<file path="src/rtl/handshake_rr_arbiter_if.sv">
// Handshake bundle between NUM_REQ upstream requesters, the arbiter and one
// downstream consumer. The slave view is the arbiter's view: it takes
// requests and produces the merged downstream stream. The master view is
// the environment that drives the requests and consumes the output.
interface handshake_rr_arbiter_if #(
    parameter int NUM_REQ    = 2,
    parameter int DATA_WIDTH = 32
);
    logic [NUM_REQ*DATA_WIDTH-1:0] s_data;
    logic [NUM_REQ-1:0]            s_vld;
    logic [NUM_REQ-1:0]            s_rdy;
    logic [DATA_WIDTH-1:0]         m_data;
    logic                          m_vld;
    logic                          m_rdy;

    modport slave (
        input  s_data,
        input  s_vld,
        input  m_rdy,
        output s_rdy,
        output m_data,
        output m_vld
    );

    modport master (
        output s_data,
        output s_vld,
        output m_rdy,
        input  s_rdy,
        input  m_data,
        input  m_vld
    );
endinterface

</file>
<file path="src/rtl/handshake_rr_arbiter.sv">
// Round-robin arbiter with bounded burst lock feeding a one-entry registered
// output stage. A requester that wins arbitration keeps the channel for up to
// MAX_BURST consecutive beats, or until it drops s_vld; the search pointer
// then moves past it so every requester gets its turn.
module handshake_rr_arbiter #(
    parameter int NUM_REQ    = 2,
    parameter int DATA_WIDTH = 32,
    parameter int MAX_BURST  = 4,
    localparam int IDX_W     = $clog2(NUM_REQ),
    localparam int CNT_W     = $clog2(MAX_BURST + 1)
) (
    input  logic                 clk,
    input  logic                 rst,
    handshake_rr_arbiter_if.slave bus,
    output logic [IDX_W-1:0]     grant_idx,
    output logic                 busy
);

    typedef enum logic {
        IDLE  = 1'b0,
        BURST = 1'b1
    } state_t;

    state_t                 state_q, state_d;
    logic [IDX_W-1:0]       ptr_q, ptr_d;
    logic [IDX_W-1:0]       owner_q, owner_d;
    logic [IDX_W-1:0]       grant_q, grant_d;
    logic [CNT_W-1:0]       beat_cnt_q, beat_cnt_d;
    logic                   m_vld_q, m_vld_d;
    logic [DATA_WIDTH-1:0]  m_data_q, m_data_d;

    logic                   load_en;
    logic                   win_found;
    logic [IDX_W-1:0]       win_idx;
    logic [IDX_W-1:0]       sel_idx;
    logic [NUM_REQ-1:0]     s_rdy_c;
    logic                   xfer;
    logic [DATA_WIDTH-1:0]  req_data [NUM_REQ];

    // Split the flat payload bus into one word per requester.
    generate
        for (genvar gi = 0; gi < NUM_REQ; gi++) begin : g_unpack
            assign req_data[gi] = bus.s_data[gi*DATA_WIDTH +: DATA_WIDTH];
        end
    endgenerate

    // Requester index after i, wrapping from NUM_REQ-1 back to 0.
    function automatic logic [IDX_W-1:0] next_idx(input logic [IDX_W-1:0] i);
        if (i == IDX_W'(NUM_REQ - 1)) begin
            return '0;
        end
        return i + IDX_W'(1);
    endfunction

    // The output register can take a new beat when empty or being drained.
    assign load_en = !m_vld_q || bus.m_rdy;

    // Round-robin search: first valid requester starting at ptr, modulo NUM_REQ.
    always_comb begin
        logic [IDX_W:0] cand;
        win_found = 1'b0;
        win_idx   = '0;
        cand      = '0;
        for (int k = 0; k < NUM_REQ; k++) begin
            cand = {1'b0, ptr_q} + (IDX_W+1)'(k);
            if (cand >= (IDX_W+1)'(NUM_REQ)) begin
                cand = cand - (IDX_W+1)'(NUM_REQ);
            end
            if (!win_found && bus.s_vld[cand[IDX_W-1:0]]) begin
                win_found = 1'b1;
                win_idx   = cand[IDX_W-1:0];
            end
        end
    end

    // The requester that may transfer this cycle: the burst owner while
    // locked, otherwise the arbitration winner.
    assign sel_idx = (state_q == BURST) ? owner_q : win_idx;

    // Ready goes to at most one requester and is held off during reset.
    always_comb begin
        s_rdy_c = '0;
        if (!rst) begin
            if (state_q == BURST) begin
                s_rdy_c[owner_q] = load_en;
            end else if (win_found) begin
                s_rdy_c[win_idx] = load_en;
            end
        end
    end

    assign bus.s_rdy = s_rdy_c;
    assign xfer      = |(bus.s_vld & s_rdy_c);

    // Next-state logic: output stage refill, burst accounting, pointer advance.
    always_comb begin
        state_d    = state_q;
        ptr_d      = ptr_q;
        owner_d    = owner_q;
        grant_d    = grant_q;
        beat_cnt_d = beat_cnt_q;
        m_vld_d    = m_vld_q;
        m_data_d   = m_data_q;

        // With a stalled output nothing moves; everything below needs load_en.
        if (load_en) begin
            m_vld_d = xfer;
            if (xfer) begin
                m_data_d = req_data[sel_idx];
            end

            case (state_q)
                IDLE: begin
                    if (xfer) begin
                        owner_d    = win_idx;
                        grant_d    = win_idx;
                        beat_cnt_d = CNT_W'(1);
                        if (MAX_BURST == 1) begin
                            ptr_d = next_idx(win_idx);
                        end else begin
                            state_d = BURST;
                        end
                    end
                end
                BURST: begin
                    if (xfer) begin
                        beat_cnt_d = beat_cnt_q + CNT_W'(1);
                        if (beat_cnt_q + CNT_W'(1) == CNT_W'(MAX_BURST)) begin
                            state_d = IDLE;
                            ptr_d   = next_idx(owner_q);
                        end
                    end else begin
                        // Owner has dropped s_vld: give up the lock. This
                        // costs one bubble since nobody else was ready.
                        state_d = IDLE;
                        ptr_d   = next_idx(owner_q);
                    end
                end
                default: begin
                    state_d = IDLE;
                end
            endcase
        end
    end

    // State registers with synchronous reset.
    always_ff @(posedge clk) begin
        if (rst) begin
            state_q    <= IDLE;
            ptr_q      <= '0;
            owner_q    <= '0;
            grant_q    <= '0;
            beat_cnt_q <= '0;
            m_vld_q    <= 1'b0;
            m_data_q   <= '0;
        end else begin
            state_q    <= state_d;
            ptr_q      <= ptr_d;
            owner_q    <= owner_d;
            grant_q    <= grant_d;
            beat_cnt_q <= beat_cnt_d;
            m_vld_q    <= m_vld_d;
            m_data_q   <= m_data_d;
        end
    end

    assign bus.m_vld  = m_vld_q;
    assign bus.m_data = m_data_q;
    assign grant_idx  = grant_q;
    assign busy       = (state_q == BURST) || m_vld_q;

endmodule

</file>
<file path="src/flat_wrapper.sv">
// flat-port wrapper written by rule: the top's interface ports become plain ports
module handshake_rr_arbiter_flat 
#(
    parameter int NUM_REQ    = 2,
    parameter int DATA_WIDTH = 32,
    parameter int MAX_BURST  = 4,
    localparam int IDX_W     = $clog2(NUM_REQ),
    localparam int CNT_W     = $clog2(MAX_BURST + 1)
)
  (clk, rst, grant_idx, busy, bus_s_data, bus_s_vld, bus_m_rdy, bus_s_rdy, bus_m_data, bus_m_vld);
  handshake_rr_arbiter_if #(.NUM_REQ(NUM_REQ), .DATA_WIDTH(DATA_WIDTH)) bus_i ();
  input  logic clk;
  input  logic rst;
  output logic [IDX_W-1:0] grant_idx;
  output logic busy;
  input wire logic [$bits(bus_i.s_data)-1:0] bus_s_data;
  input wire logic [$bits(bus_i.s_vld)-1:0] bus_s_vld;
  input wire logic [$bits(bus_i.m_rdy)-1:0] bus_m_rdy;
  output wire logic [$bits(bus_i.s_rdy)-1:0] bus_s_rdy;
  output wire logic [$bits(bus_i.m_data)-1:0] bus_m_data;
  output wire logic [$bits(bus_i.m_vld)-1:0] bus_m_vld;
  assign bus_i.s_data = bus_s_data;
  assign bus_i.s_vld = bus_s_vld;
  assign bus_i.m_rdy = bus_m_rdy;
  assign bus_s_rdy = bus_i.s_rdy;
  assign bus_m_data = bus_i.m_data;
  assign bus_m_vld = bus_i.m_vld;
  handshake_rr_arbiter #(.NUM_REQ(NUM_REQ), .DATA_WIDTH(DATA_WIDTH), .MAX_BURST(MAX_BURST)) u_core (.clk(clk), .rst(rst), .bus(bus_i), .grant_idx(grant_idx), .busy(busy));
endmodule
</file>
<file path="config.mk">
export PLATFORM = sky130hd
export DESIGN_NAME = handshake_rr_arbiter_flat
export DESIGN_NICKNAME = d
export VERILOG_FILES = /design/src/rtl/handshake_rr_arbiter_if.sv /design/src/rtl/handshake_rr_arbiter.sv /design/src/flat_wrapper.sv
export SDC_FILE = /design/constraint.sdc
export NUM_CORES = 1
export LEC_CHECK = 0
export BUFFER_PORTS_ARGS = -buffer_cell sky130_fd_sc_hd__buf_2
export CORE_UTILIZATION = 42
export CTS_CLUSTER_SIZE = 14
export DETAILED_ROUTE_END_ITERATION = 7
export GPL_ROUTABILITY_DRIVEN = 1
export PLACE_DENSITY = 0.86
export SLEW_MARGIN = 20
export SYNTH_ARGS = -nofsm -noshare
export SYNTH_HDL_FRONTEND = slang
export SYNTH_SLANG_ARGS = --single-unit
</file>
<file path="constraint.sdc">
create_clock -name clk -period 2.1 [get_ports clk]
set_input_delay 0.21 -clock clk [delete_from_list [all_inputs] [get_ports clk]]
set_output_delay 0.21 -clock clk [all_outputs]
set_load 0.03 [all_outputs]
</file>
==> impl_metrics.tcl <==
set metrics [dict create \
    run_status "completed" \
    hold_path_class "in2reg" \
    drt_iter0_markers 61 \
    io_buffer_count 105 \
    slew_violations 0 \
    fmax_mhz 518 \
    core_area_sq_um 3800 \
    fin_area_sq_um 2390 \
    busiest_layer "met2" \
    track_usage_pct 21.8 \
    dieHeight_um 66.2 \
    postCtsHoldBufs 0 \
    fp-row-count 22 \
    path_class "reg2reg" \
    cts_buffers 5 \
    tritoncts "built" \
    fin_skew_ns 0.00443 \
    synth.most_common_cell "nand2_1" \
    path_cells "mux2i_1 > a2111oi_4 > buf_4 > o21ai_0 > a31oi_1" \
    dr.pass1.iters 5 \
    multiInputGateArea_sq_um 872 \
    synthArstFlopShare_pct 0 \
    area_growth_pct 38.1 \
    arrival_ns 2.15 \
    synth_warnings 0 \
    required_ns 2.31 \
    synth_nets 297 \
    grt_max_degree 39 \
    period_share_pct 92.0 \
    global_route.usage.met2_pct 41.7 \
    n_fill_cell 356 \
    setup_violations 0 \
    n_antenna_cell 0 \
    max_slew_margin_pct 63.2 \
    setup_tns_ns 0 \
    dp.cells 367 \
    layout-drive-gt1-share_pct 37.3 \
    fin_cells 375 \
    leakagePower_nw 1.18 \
    min_period_ns 1.93 \
    clkSinkCount 39 \
    synth_seq_cells 39 \
    hold_viol 0 \
    place_area_sq_um 2310 \
    yosysSeqAreaShare_pct 45.1 \
    syn_area_sq_um 1730 \
    clk_pin_slew_ns 0.07 \
    cpPeakStageDelay_ns 0.47 \
    use_met3_pct 7.24 \
    p_per_area_nw_per_um2 779 \
    grt_antenna_before_repair 0 \
    cp_slowest_cell "a2111oi_4" \
    grt_pass1_wl_um 7380 \
    yosysTopAreaCellShare_pct 45.1 \
    grt_pass1_vias 1831 \
    regArea_sq_um 781 \
    cts_setup_buffers 0 \
    grt_setup_unrepaired "false" \
    ys_top_cells_by_area "dfxtp_1, nand2_1, a31oi_1" \
    viasPerCell 5.27 \
    die-area_sq_um 4390 \
    max_cap_viol_count 0 \
    die_w_um 66.2 \
    synth_ff_type "dfxtp_1" \
    synthCells 226 \
    ff2ff_path_depth 5 \
    io_pins 106 \
    vias 1978 \
    overflow 0 \
    avgSynthCellArea_sq_um 7.67 \
    ir_worst_vdd_mv 0.451 \
    start_util_pct 45.6 \
    cts-resized-gates 0 \
    htree_levels 2 \
    route.detailed.wl_per_inst_um 12.2 \
    worst_slew_pin_slew_ns 0.551 \
    cp_max_fo 38 \
    gp_congestion 0.867 \
    end_kind "flop" \
    hold_ws_ns 0.173 \
    synth_commonest_cells "nand2_1, dfxtp_1, a31oi_1, o21ai_1, clkbuf_1" \
    place_hpwl_um 3290 \
    cts_buffer_depth 2 \
    yosysTopAreaCell "dfxtp_1" \
    root_buffer "clkbuf_8" \
    synth_cell_types 25 \
    whs_path_depth 3 \
    grt_use_met1_pct 22.1 \
    wirelength_um 4560 \
    synth_edf_count 0 \
    clock_latency_ns 0.29 \
    nets 397 \
    start_kind "flop" \
    drc 0 \
    antenna_left 0 \
]
flip-flops by register name, summed over array words and instances (netlist names):
name               count
u_core.bus.m_data     32
u_core.beat_cnt_q      3
u_core.bus.m_vld       1
u_core.grant_idx       1
u_core.ptr_q           1
u_core.state_q         1
cells by family after synthesis:
family	after synthesis	synth area share, %
xor gates and xnor gates	1	0.506
buffers and inverters	21	4.91
AOI/OAI and AO/OA	78	27.4
muxes	2	1.23
DFF	39	45.1
adders and majority gates	2	1.44
and+or+nand+nor	83	19.4
through the flow:
step	total power [W]	worst slack, ns	util (%)
6_report	0.00186	0.168	63.0
5_1_grt	0.00196	0.0359	63.0
4_1_cts	0.00188	0.172	63.0
3_5_place_dp	0.00140	0.172	60.8
3_3_place_gp	0.00138	0.325	60.8
2_1_floorplan	0.00121	0.149	-
where the power goes:
| part | total [W] | switching (W) | internal, W | leakage (nW) |
|---|---|---|---|---|
| clock | 0.000485 | 0.000252 | 0.000233 | 0.0422 |
| sequential | 0.000852 | 0.0000432 | 0.000809 | 0.322 |
| combinational | 0.000525 | 0.000338 | 0.000187 | 0.816 |
placed cells by master, fill, tap and decap left out, types with 3 or more instances in the layout:
cell type and count:
nor3_1 3, nand2_1 65, buf_4 6, dfxtp_1 39, a31oi_1 34, clkbuf_8 5, a21oi_1 4, nor2b_1 3
o21ai_0 12, nor2_1 6, o21ai_1 22, buf_2 105
area by class of cell:
cell class                 instances  area share, %
tap                               48           2.51
multi-input combinational        166           36.5
inverter                           2          0.314
sequential                        39           32.6
timing repair buffer             112           24.7
clock buffer                       7           3.19
clock inverter                     1          0.209
worst max-delay path, delay by kind of cell (launching register included):
family / cells / cell delay [ns]
compound gates: 3 / 0.81
mux: 1 / 0.20
flops: 1 / 0.46
buf+inv: 1 / 0.38
metal layers:
| metal | up-vias | part of all wire [%] | wire [um] |
|---|---|---|---|
| li1 | 994 | - | - |
| met3 | 7 | 7.3 | 334 |
| met1 | 895 | 41 | 1890 |
| met4 | 0 | 1.1 | 49 |
| met5 | - | 0 | 0 |
| met2 | 82 | 50 | 2290 |
final timing paths:
kind                         from                    end  slack [ns]
max reg2reg      u_core.grant_idx  u_core.bus.m_data[20]        0.17
min reg2reg  u_core.beat_cnt_q[0]   u_core.beat_cnt_q[0]        0.51
min                bus_s_data[23]  u_core.bus.m_data[23]        0.17
max              u_core.grant_idx  u_core.bus.m_data[20]        0.17
(Power assumes the default switching activity.)
